<file path="src/rtl/bitfusion_pkg.sv">
// Shared definitions for the bitfusion fusion-unit slice and its sequencer.
package bitfusion_pkg;

    localparam int BF_OPND_W = 8;
    localparam int BF_PSUM_W = 19;

    typedef enum logic [1:0] {
        BF_IDLE  = 2'd0,
        BF_ISSUE = 2'd1,
        BF_DRAIN = 2'd2,
        BF_DONE  = 2'd3
    } bf_seq_state_t;

    // Fill bit used when widening a partial sum into the accumulator.
    function automatic logic bf_ext_fill(input logic [BF_PSUM_W-1:0] psum, input logic is_signed);
        return is_signed & psum[BF_PSUM_W-1];
    endfunction

endpackage

</file>
<file path="src/rtl/bf_valid_pipe.sv">
// Valid-tag shift register aligning operand tags with the fusion unit's partial sums.
module bf_valid_pipe #(
    parameter int DEPTH = 2
) (
    input  logic clk,
    input  logic rst,
    input  logic vld_in,
    output logic vld_out,
    output logic any_vld
);

    logic [DEPTH-1:0] r_sh;
    logic [DEPTH:0]   w_chain;

    assign w_chain = {r_sh, vld_in};

    // Shift tags one stage per cycle.
    always_ff @(posedge clk or posedge rst) begin
        if (rst) begin
            r_sh <= {DEPTH{1'b0}};
        end else begin
            r_sh <= w_chain[DEPTH-1:0];
        end
    end

    assign vld_out = r_sh[DEPTH-1];
    // Tags still outstanding after this edge: the entering one plus all not yet exiting.
    assign any_vld = |w_chain[DEPTH-1:0];

endmodule

</file>
<file path="src/rtl/bitfusion_seq_ctrl.sv">
// Dot-product sequencer: issues buffer reads, streams operand pairs into one
// bitfusion_top slice and accumulates the returned partial sums.
module bitfusion_seq_ctrl
    import bitfusion_pkg::*;
#(
    parameter int LEN_W  = 8,
    parameter int ADDR_W = 8,
    parameter int FU_LAT = 2,
    parameter int ACC_W  = 27
) (
    input  logic                 clk,
    input  logic                 rst,
    input  logic                 start,
    input  logic [LEN_W-1:0]     len,
    input  logic [ADDR_W-1:0]    base_addr,
    input  logic                 s_in_cfg,
    input  logic                 s_weight_cfg,
    output logic                 busy,
    output logic                 done,
    output logic [ACC_W-1:0]     result,
    output logic                 rd_en,
    output logic [ADDR_W-1:0]    rd_addr,
    input  logic [BF_OPND_W-1:0] rd_in,
    input  logic [BF_OPND_W-1:0] rd_weight,
    output logic [BF_OPND_W-1:0] fu_in,
    output logic [BF_OPND_W-1:0] fu_weight,
    output logic [BF_PSUM_W-1:0] fu_psum_in,
    output logic                 fu_s_in,
    output logic                 fu_s_weight,
    input  logic [BF_PSUM_W-1:0] fu_psum_fwd
);

    localparam logic [LEN_W-1:0] LP_CNT_ONE = {{(LEN_W-1){1'b0}}, 1'b1};

    bf_seq_state_t     r_state;
    bf_seq_state_t     w_state_nxt;
    logic [LEN_W-1:0]  r_len;
    logic [LEN_W-1:0]  r_cnt;
    logic [ADDR_W-1:0] r_base;
    logic [ADDR_W-1:0] r_rd_addr;
    logic              r_rd_en;
    logic              r_ret_vld;
    logic              r_busy;
    logic              r_done;
    logic              r_s_in;
    logic              r_s_w;
    logic [ACC_W-1:0]  r_result;
    logic              w_start_ok;
    logic              w_issue_more;
    logic              w_vld_out;
    logic              w_any_vld;
    logic [ACC_W-1:0]  w_psum_ext;

    assign w_start_ok   = (r_state == BF_IDLE) & start;
    assign w_issue_more = (r_state == BF_ISSUE) & (r_cnt != r_len);
    assign w_psum_ext   = {{(ACC_W-BF_PSUM_W){bf_ext_fill(fu_psum_fwd, r_s_in | r_s_w)}}, fu_psum_fwd};

    bf_valid_pipe #(
        .DEPTH (FU_LAT)
    ) u_valid_pipe (
        .clk     (clk),
        .rst     (rst),
        .vld_in  (r_ret_vld),
        .vld_out (w_vld_out),
        .any_vld (w_any_vld)
    );

    // Next-state selection for the sequencer FSM.
    always_comb begin
        w_state_nxt = r_state;
        case (r_state)
            BF_IDLE: begin
                if (start) begin
                    if (len == {LEN_W{1'b0}}) begin
                        w_state_nxt = BF_DONE;
                    end else begin
                        w_state_nxt = BF_ISSUE;
                    end
                end else begin
                    w_state_nxt = BF_IDLE;
                end
            end
            BF_ISSUE: begin
                if (r_cnt == r_len) begin
                    w_state_nxt = BF_DRAIN;
                end else begin
                    w_state_nxt = BF_ISSUE;
                end
            end
            BF_DRAIN: begin
                if (!w_any_vld) begin
                    w_state_nxt = BF_DONE;
                end else begin
                    w_state_nxt = BF_DRAIN;
                end
            end
            BF_DONE:  w_state_nxt = BF_IDLE;
            default:  w_state_nxt = BF_IDLE;
        endcase
    end

    // State, handshake outputs, read counter and accumulator.
    always_ff @(posedge clk or posedge rst) begin
        if (rst) begin
            r_state   <= BF_IDLE;
            r_len     <= {LEN_W{1'b0}};
            r_cnt     <= {LEN_W{1'b0}};
            r_base    <= {ADDR_W{1'b0}};
            r_rd_addr <= {ADDR_W{1'b0}};
            r_rd_en   <= 1'b0;
            r_ret_vld <= 1'b0;
            r_busy    <= 1'b0;
            r_done    <= 1'b0;
            r_s_in    <= 1'b0;
            r_s_w     <= 1'b0;
            r_result  <= {ACC_W{1'b0}};
        end else begin
            r_state   <= w_state_nxt;
            r_busy    <= (w_state_nxt != BF_IDLE);
            r_done    <= (w_state_nxt == BF_DONE);
            r_rd_en   <= (w_state_nxt == BF_ISSUE);
            r_ret_vld <= r_rd_en;
            if (w_start_ok) begin
                r_len     <= len;
                r_base    <= base_addr;
                r_s_in    <= s_in_cfg;
                r_s_w     <= s_weight_cfg;
                r_cnt     <= LP_CNT_ONE;
                r_rd_addr <= base_addr;
                r_result  <= {ACC_W{1'b0}};
            end else begin
                if (w_issue_more) begin
                    r_cnt     <= r_cnt + LP_CNT_ONE;
                    r_rd_addr <= r_base + ADDR_W'(r_cnt);
                end
                if (w_vld_out) begin
                    r_result <= r_result + w_psum_ext;
                end
                if (w_state_nxt == BF_IDLE) begin
                    r_s_in <= 1'b0;
                    r_s_w  <= 1'b0;
                end
            end
        end
    end

    assign busy        = r_busy;
    assign done        = r_done;
    assign result      = r_result;
    assign rd_en       = r_rd_en;
    assign rd_addr     = r_rd_addr;
    // Read data feeds the fusion unit directly; idle slots present zero operands.
    assign fu_in       = r_ret_vld ? rd_in : {BF_OPND_W{1'b0}};
    assign fu_weight   = r_ret_vld ? rd_weight : {BF_OPND_W{1'b0}};
    assign fu_psum_in  = {BF_PSUM_W{1'b0}};
    assign fu_s_in     = r_s_in;
    assign fu_s_weight = r_s_w;

endmodule

</file>
<file path="config.mk">
export PLATFORM = sky130hd
export DESIGN_NAME = bitfusion_seq_ctrl
export DESIGN_NICKNAME = d
export VERILOG_FILES = /design/src/rtl/bitfusion_pkg.sv /design/src/rtl/bf_valid_pipe.sv /design/src/rtl/bitfusion_seq_ctrl.sv
export SDC_FILE = /design/constraint.sdc
export NUM_CORES = 1
export LEC_CHECK = 0
export CORE_ASPECT_RATIO = 0.9
export CORE_MARGIN = 2
export CORE_UTILIZATION = 50
export DETAILED_ROUTE_END_ITERATION = 7
export DONT_BUFFER_PORTS = 1
export GPL_TIMING_DRIVEN = 0
export SYNTH_ARGS = -nofsm -noshare
export SYNTH_HDL_FRONTEND = slang
export SYNTH_SLANG_ARGS = --single-unit
</file>
<file path="constraint.sdc">
create_clock -name clk -period 6.52 [get_ports clk]
set_clock_uncertainty 0.1 [all_clocks]
set_input_delay 1.304 -clock clk [delete_from_list [all_inputs] [get_ports clk]]
set_output_delay 1.304 -clock clk [all_outputs]
set_load 0.01 [all_outputs]
</file>
==> summary.txt, run 1 <==
Post-route DRC: 0
ANT nets after route: 0
Yosys top cell by area: dfrtp_1
Final wirelength: 12200 um
Vias in the first global route: 4028
Initial antenna violation count: 0
Num Clock Sinks: 69
Highest clock rate: 283 MHz
EDFF count, synth: 0
Max incr delay on CP: 0.36 ns
Number of cell rows: 34
Worst Hold Class: reg2reg
First-pass GRT wire length: 20000 um
Worst-case reg-to-reg path depth: 11
Ys Warns: 0
Max-slew violations: 0
DR pass1 iterations: 4
DP Area: 5050 um^2
Area of the core: 9530 um^2
Worst vdd ir: 0.226 mV
Largest net degree at the start of global routing: 70
Most frequent cells after synthesis: 83 x nand2_1, 69 x dfrtp_1, 48 x nor2_1
RR Startpoint: fu_s_weight
Slew margin rel.: 43.8%
Yosys cell types: 60
Root buf cell: clkbuf_8
Mapped Area: 4830 um^2
Longest Clk Path Bufs: 2
Flop pwr share: 30.7%
Total grt overflow: 0
Psw: 0.00138 W
Hold Crit Depth: 0
Total Routing Usage GR: 23.7%
Required @ worst endpoint: 6.70 ns
Crit end category: flip-flop
Final instance area: 5250 um^2
Reg-to-reg critical path endpoint: result[26]
CP arrival: 3.72 ns
Postcts setup bufs: 0
Cts bufs inserted: 9
Worst hold start: u_valid_pipe.r_sh[0]
#FFs+latches synth: 69
MaxCap Viol Count: 0
Hold buffer count at CTS: 0
GP Congestion: 0.906
Count leader, synth: nand2_1
Min cycle time layout: 3.54 ns
Port bufs: 0
Crit Path Max Fanout: 7
CP Buf/Inv Count: 2
Crit share post-route: 54.2%
Clock Power Share: 12.6%
Routed vias/inst: 5.59
Crit-path cells: o21ai_0 > inv_1 > ha_1 > buf_6 > and2_1 > a221o_1 > nand2b_1 > a31oi_1 > a32o_1 > a21o_1 > mux2i_1
Final setup fails: 0
Critical path class: in2reg
Logic pwr share: 56.7%
Die area: 10500 um^2
Initial Utilization: 50.6%
Sequential fraction of the synthesis area: 35.8%
Proportion of layout cells with a drive suffix above 1: 9.11%
Post-detail-place hpwl: 9270 um
CP Launch Type: primary input
Total I/O pin count: 131
Detailed Route Iter0 Violations: 198
CP max-delay cell: ha_1
Slew @ Worst Pin: 0.843 ns
Final hold violations: 0
Routed vias: 4019
Int Power: 0.00150 W
Syn-to-layout area delta: 8.82%
Status: completed
Syn avg cell area: 8.63 um^2
CP delay by family, top: compound AO/OA/AOI/OAI gates
Ys async rst share: 100%
Fill cells: 924
Utilization after layout: 55.1%
Worst-path clk slew: 0.09 ns
CTS H-tree lvls: 3
TritonCTS clock tree: built
Final net count: 680
Worst skew pair latency: 0.35 ns
Top cell type's share of synthesized area: 35.8%
Hold Path Sink: u_valid_pipe.r_sh[1]
Detailed-route wire length per cell: 16.9 um
Die W: 108 um
Post_cts resized: 0
Top_reg_cell synth: dfrtp_1
PD cells: 549 nW/um^2
Sw frac: 47.9%
Final antenna diode count: 0
Die height: 97.2 um
Setup TNS: 0 ns
Leakage: 2.56 nW
Syn Inst Count: 559
Reg-to-reg slack, setup: 3.18 ns
Top cells by area, synth: dfrtp_1 36%, ha_1 8.8%, nand2_1 6.5%, xor2_1 4.5%, a21oi_1 4.0%
RSZ-0062 raised after global routing: no
-- power groups by stage --
stage	Sequential [W]	Combinational, W	Clock [W]
2_1_floorplan	0.000834	0.00131	0
3_3_place_gp	0.000891	0.00158	0
3_5_place_dp	0.000897	0.00162	0
4_1_cts	0.000888	0.00163	0.000371
5_1_grt	0.000916	0.00185	0.000388
6_report	0.000885	0.00164	0.000363
-- how the worst max path moves through the flow --
stage / end / slack (ns) / cells after the start / startpoint
2_1_floorplan: result[26] / 3.02 / 11 / fu_psum_fwd[18]
3_3_place_gp: result[4] / 2.56 / 1 / rst
3_5_place_dp: result[26] / 2.67 / 11 / fu_psum_fwd[18]
4_1_cts: result[26] / 3.04 / 11 / fu_psum_fwd[18]
5_1_grt: result[26] / 2.82 / 11 / fu_psum_fwd[18]
6_report: result[26] / 2.98 / 11 / fu_psum_fwd[18]
-- routing by layer --
metal | share of wire (%) | routed length, um | vias up | track usage, %
li1 | - | - | 1980 | -
met4 | 1.4 | 176 | 0 | 5.33
met5 | 0 | 0 | - | 0
met3 | 6.2 | 752 | 17 | 5.70
met2 | 46 | 5650 | 127 | 38.4
met1 | 46 | 5580 | 1895 | 32.2
-- state kept, by name (all words and copies together) (netlist names), 2 cells and up --
signal,cells
rd_addr,8
u_valid_pipe.r_sh,2
r_state,2
result,27
r_cnt,8
r_base,8
r_len,8
-- layout by cell type, fill, tap and decap left out, drive strengths merged, types with 3 or more instances in the layout --
master and count:
o21ai 37, xnor2 13, nand4 5, nand2b 7
a31oi 11, inv 21, nor2 49, nand2 83
a41oi 3, a21boi 3, dfrtp 69, clkinvlp 3
nor3 7, and2 19, nor4 6, o31ai 4
ha 34, a21oi 40, o22ai 3, mux2i 10
o211ai 4, a211oi 4, a21o 15, nor2b 6
xor2 25, clkbuf 25, buf 24, conb 19
o21a 7, nand3 11
-- per-stage QoR --
stage | total power [W] | instances | hold slack, ns | worst slack [ns]
after floorplan | 0.00215 | 577 | 0.254 | 3.02
after global placement | 0.00247 | 703 | 0.263 | 2.56
after detailed placement | 0.00252 | 703 | 0.261 | 2.67
after CTS | 0.00289 | 719 | 0.281 | 3.04
after global routing | 0.00315 | 719 | 0.305 | 2.82
final | 0.00288 | 719 | 0.280 | 2.98
-- final cells by class --
class	count	area, um^2	share of cell area, %
multi-input combinational	450	2830	53.9
sequential	69	1730	32.9
buffer	39	265	5.05
tap	126	158	3.00
clock buffer	10	128	2.43
inverter	19	73.8	1.41
clock inverter	6	70.1	1.33
-- logic make-up after synthesis --
group	after synthesis	share of synthesized area, %
DFF	69	35.8
other	1	0.0777
buffers and inverters	58	6.97
muxes	10	2.07
and+or+nand+nor	204	19.5
xor gates and xnor gates	38	6.90
adders and majority gates	36	9.64
AOI/OAI and AO/OA	143	19.1
Power figures use the tool's default switching activity.
==> run 2: changes to the inputs <==
- PLACE_DENSITY: default -> 0.68
- clock period: 6.52 -> 3.1 ns (I/O delays scaled with it)
==> summary.txt, run 2 (synthesis results as in run 1) <==
DP Area: 5050 um^2
Post-route DRC: 0
Area of the core: 9530 um^2
Worst Hold Class: in2async
Setup TNS: 0 ns
Crit Path Max Fanout: 7
Syn-to-layout area delta: 8.92%
CP Launch Type: flip-flop
Most common cell after layout, fill and taps aside: nand2_1
CTS H-tree lvls: 3
Max FFs per register: 27
Routed vias: 3965
Vias in the first global route: 4025
Total Routing Usage GR: 23.7%
Final non-filler cell total: 719
# placed instances: 703
Die height: 97.2 um
Crit end category: flip-flop
Total grt overflow: 0
Detailed Route Iter0 Violations: 173
GP Congestion: 0.943
Detailed-route wire length per cell: 16.4 um
Min cycle time layout: 2.91 ns
Fill cells: 906
Final instance area: 5260 um^2
Longest Clk Path Bufs: 2
Port bufs: 0
Final net count: 680
Worst-case reg-to-reg path depth: 11
Root buf cell: clkbuf_8
CP arrival: 3.08 ns
Power, Total: 0.00601 W
Most frequent cells in the layout: 83 x nand2_1, 69 x dfrtp_1, 48 x nor2_1
CP delay by family, top: compound AO/OA/AOI/OAI gates
Worst skew pair latency: 0.35 ns
Final hold violations: 0
Required @ worst endpoint: 3.27 ns
Max incr delay on CP: 0.46 ns
ANT nets after route: 0
Crit-path cells: o21ai_2 > inv_2 > ha_1 > buf_6 > and2_1 > a221o_1 > nand2b_1 > a31oi_1 > a32o_1 > a21o_1 > mux2i_1
Proportion of layout cells with a drive suffix above 1: 9.44%
Slew margin rel.: 42.2%
Die area: 10500 um^2
Initial antenna violation count: 0
Final setup fails: 0
First-pass GRT wire length: 19800 um
Slew @ Worst Pin: 0.867 ns
Crit share post-route: 93.8%
TritonCTS clock tree: built
Reg-to-reg critical path endpoint: result[26]
CP Buf/Inv Count: 2
RR Startpoint: fu_s_weight
MaxCap Viol Count: 0
CP max-delay cell: dfrtp_1
Post-detail-place hpwl: 9080 um
Initial Utilization: 50.6%
Status: completed
Routed vias/inst: 5.51
Final antenna diode count: 0
Die W: 108 um
Number of cell rows: 34
Cts bufs inserted: 9
Leakage: 2.57 nW
Total I/O pin count: 131
PD cells: 1140 nW/um^2
Reg-to-reg slack, setup: 0.19 ns
Largest net degree at the start of global routing: 70
Final wirelength: 11800 um
Postcts setup bufs: 0
Max-slew violations: 0
Num Clock Sinks: 69
Hold buffer count at CTS: 0
Critical path class: reg2reg
Highest clock rate: 344 MHz
Worst-path clk slew: 0.09 ns
DR pass1 iterations: 5
Worst vdd ir: 0.460 mV
Worst hold margin: 0.200 ns
RSZ-0062 raised after global routing: no
## run 2: worst max path at each step
stage                      from    endpoint  slack (ns)  cells past startpoint
floorplan           fu_s_weight  result[26]        0.27                     11
global placement            rst   result[8]       -0.22                      1
detailed placement  fu_s_weight  result[26]       -0.20                     11
CTS                 fu_s_weight  result[26]        0.11                     11
global route        fu_s_weight  result[24]        0.04                      9
finish              fu_s_weight  result[26]        0.19                     11
## run 2: layout make-up
cell class	instances	area (um^2)	share of cell area [%]
inverters	19	73.8	1.40
clock inverters	6	71.3	1.36
plain buffers	39	265	5.05
flip-flops and latches	69	1730	32.8
clock buffers	10	128	2.43
multi-input cells	450	2830	53.9
well taps	126	158	3.00
## run 2: through the flow
step / setup slack (ns) / utilization [%]
floorplan: 0.272 / -
global placement: -0.221 / 53.0
detailed placement: -0.202 / 53.0
CTS: 0.112 / 55.2
global route: 0.0446 / 55.2
finish: 0.192 / 55.2
## run 2: routing by layer
layer | global-route usage [%] | part of all wire, % | vias to the layer above
li1 | - | - | 1976
met1 | 31.9 | 44 | 1885
met2 | 38.3 | 48 | 99
met3 | 6.51 | 6.6 | 5
met4 | 4.83 | 0.55 | 0
met5 | 0 | 0 | -
## run 2: power breakdown
group          leakage [nW]  internal [W]  switching [W]  total (W)
sequential            0.841       0.00134       0.000529    0.00187
combinational          1.63       0.00144        0.00195    0.00340
clock                0.0931      0.000377       0.000372   0.000749
total                  2.57       0.00316        0.00286    0.00601
## run 2: timing repair
action                                 CTS  global route
setup endpoints to repair                2             2
resized for setup                        2             1
endpoints found under the hold margin    0             0
==> run 3: changes to the inputs <==
- CORE_UTILIZATION: 50 -> 45
- DONT_BUFFER_PORTS: 1 -> default
- HOLD_SLACK_MARGIN: default -> 0.02
- PLACE_DENSITY: 0.68 -> 0.78
- SETUP_SLACK_MARGIN: default -> 0.3
==> summary.txt, run 3 (synthesis results as in run 1) <==
Status: finished, violations left
Failing checks: DRC
First-pass GRT wire length: 21100 um
Final WS setup: 0.332 ns
CTS H-tree lvls: 3
TritonCTS clock tree: built
Worst hold start: u_valid_pipe.r_sh[0]
Routed vias/inst: 5.42
RR Startpoint: fu_s_in
MaxCap Viol Count: 0
Flop pwr share: 23.3%
Reg-to-reg critical path endpoint: result[26]
PD cells: 1110 nW/um^2
Num Clock Sinks: 69
Min cycle time layout: 2.77 ns
RSZ-0062 raised after global routing: yes
Total I/O pin count: 131
Die area: 11600 um^2
Final wirelength: 13300 um
Slew @ Worst Pin: 0.874 ns
Longest Clk Path Bufs: 2
Final setup fails: 0
CP max-delay cell: a221o_1
Hold buffer count at CTS: 0
Highest clock rate: 361 MHz
Max FFs per register: 27
Root buf cell: clkbuf_16
Final hold violations: 0
Detailed-route wire length per cell: 15.9 um
DR pass1 iterations: 8
Flip-flop and latch area: 1730 um^2
Max-slew violations: 0
GP Congestion: 0.946
Leakage: 3.12 nW
Logic pwr share: 60.4%
Post-detail-place hpwl: 9890 um
Worst vdd ir: 0.583 mV
CP Launch Type: primary input
Final net count: 796
Crit end category: flip-flop
Area of the core: 10300 um^2
Most common cell after layout, fill and taps aside: clkdlybuf4s50_1
Proportion of layout cells with a drive suffix above 1: 11.6%
Die W: 113 um
Detailed Route Iter0 Violations: 255
Initial antenna violation count: 0
CP Buf/Inv Count: 3
Number of cell rows: 35
Crit-path cells: dlygate4sd2_1 > o21ai_2 > inv_2 > ha_1 > buf_6 > and2_1 > a221o_1 > nand2b_4 > a31oi_2 > a32o_1 > a21o_1 > mux2i_1
Routed vias: 4546
Crit share post-route: 89.3%
GRT met3 Usage: 5.22%
Required @ worst endpoint: 3.26 ns
Psw: 0.00316 W
Int Power: 0.00424 W
Sw frac: 42.7%
Met2 Use GR: 38.7%
Syn-to-layout area delta: 38.5%
Final antenna diode count: 0
Clock Power Share: 16.3%
Critical path class: in2reg
Initial Utilization: 46.7%
CP delay by family, top: compound AO/OA/AOI/OAI gates
Slew margin rel.: 41.7%
Reg-to-reg slack, setup: 0.37 ns
ANT nets after route: 0
Utilization after layout: 64.7%
Final instance area: 6680 um^2
DP Area: 6170 um^2
Gr busiest metal: met2
Vias in the first global route: 4338
Max incr delay on CP: 0.35 ns
CP arrival: 2.93 ns
Post-route DRC: 10
Total grt overflow: 0
# placed instances: 817
Worst-case reg-to-reg path depth: 11
M1 GR Usage: 29.9%
Most frequent cells in the layout: 110 x clkdlybuf4s50_1, 83 x nand2_1, 69 x dfrtp_1
Fill cells: 855
Port bufs: 111
Final non-filler cell total: 838
Die height: 102 um
Largest net degree at the start of global routing: 70
Pre-CTS setup slack: -0.478 ns
Crit Path Max Fanout: 7
Worst-path clk slew: 0.06 ns
Cts bufs inserted: 9
Hold Path Sink: u_valid_pipe.r_sh[1]
Worst Hold Class: reg2reg
Total Routing Usage GR: 23.0%
Worst skew pair latency: 0.34 ns
Area of the multi-input gates: 2960 um^2
Hold Crit Depth: 0
-- run 3: cell types whose count changed in the layout (fill, tap and decap cells not counted), sizes merged --
cell | before | now
buf | 24 | 29
clkinv | 2 | 1
clkdlybuf4s50 | 0 | 110
dlygate4sd2 | 0 | 1
bufinv | 1 | 3
clkbuf | 25 | 24
-- run 3: how the worst max path moves through the flow --
stage | from | endpoint | slack [ns] | cells after the start
2_1_floorplan | fu_psum_fwd[18] | result[26] | 0.33 | 11
5_1_grt | fu_psum_fwd[18] | result[26] | 0.25 | 12
3_5_place_dp | fu_psum_fwd[18] | result[26] | -0.48 | 12
6_report | fu_psum_fwd[18] | result[26] | 0.33 | 12
4_1_cts | fu_psum_fwd[8] | result[26] | 0.29 | 9
3_3_place_gp | rst | result[3] | -0.59 | 2
-- run 3: repair_timing --
action	CTS	global route
setup endpoints to repair	10	25
setup buffers	1	4
pin swaps	2	8
resized for setup	10	23
cloned	0	0
-- run 3: per-layer routing --
layer	vias to the layer above	wire length, um
met3	26	898
met5	-	0
li1	2216	-
met1	2155	5660
met2	149	6550
met4	0	175
-- run 3: area by class of cell --
| type | instances | area share [%] |
|---|---|---|
| clock buffer | 9 | 3.37 |
| sequential | 69 | 25.8 |
| inverter | 19 | 1.10 |
| tap | 129 | 2.42 |
| buffer | 39 | 4.03 |
| timing repair buffer | 116 | 17.2 |
| clock inverter | 7 | 1.83 |
| multi-input combinational | 450 | 44.2 |
-- run 3: power by group through the flow --
stage / Sequential [W] / Combinational [W] / Clock, W
2_1_floorplan: 0.00176 / 0.00276 / 0
3_3_place_gp: 0.00172 / 0.00409 / 0
3_5_place_dp: 0.00173 / 0.00419 / 0
4_1_cts: 0.00172 / 0.00430 / 0.00122
5_1_grt: 0.00179 / 0.00493 / 0.00126
6_report: 0.00172 / 0.00447 / 0.00121
-- run 3: through the flow --
step           setup TNS [ns]  power, W  hold WS (ns)
2_1_floorplan               0   0.00452         0.254
5_1_grt                     0   0.00797         0.289
6_report                    0   0.00740         0.275
3_5_place_dp            -2.05   0.00592         0.264
3_3_place_gp           -42.61   0.00581         0.261
4_1_cts                     0   0.00724         0.276
-- run 3: worst register-to-register path, cell delays in order (launching register included) --
cell and delay [ns]:
dfrtp_1 0.42, o21ai_2 0.19, inv_2 0.12, ha_1 0.30
buf_6 0.14, and2_1 0.16, a221o_1 0.35, nand2b_4 0.15
a31oi_2 0.23, a32o_1 0.21, a21o_1 0.12, mux2i_1 0.17
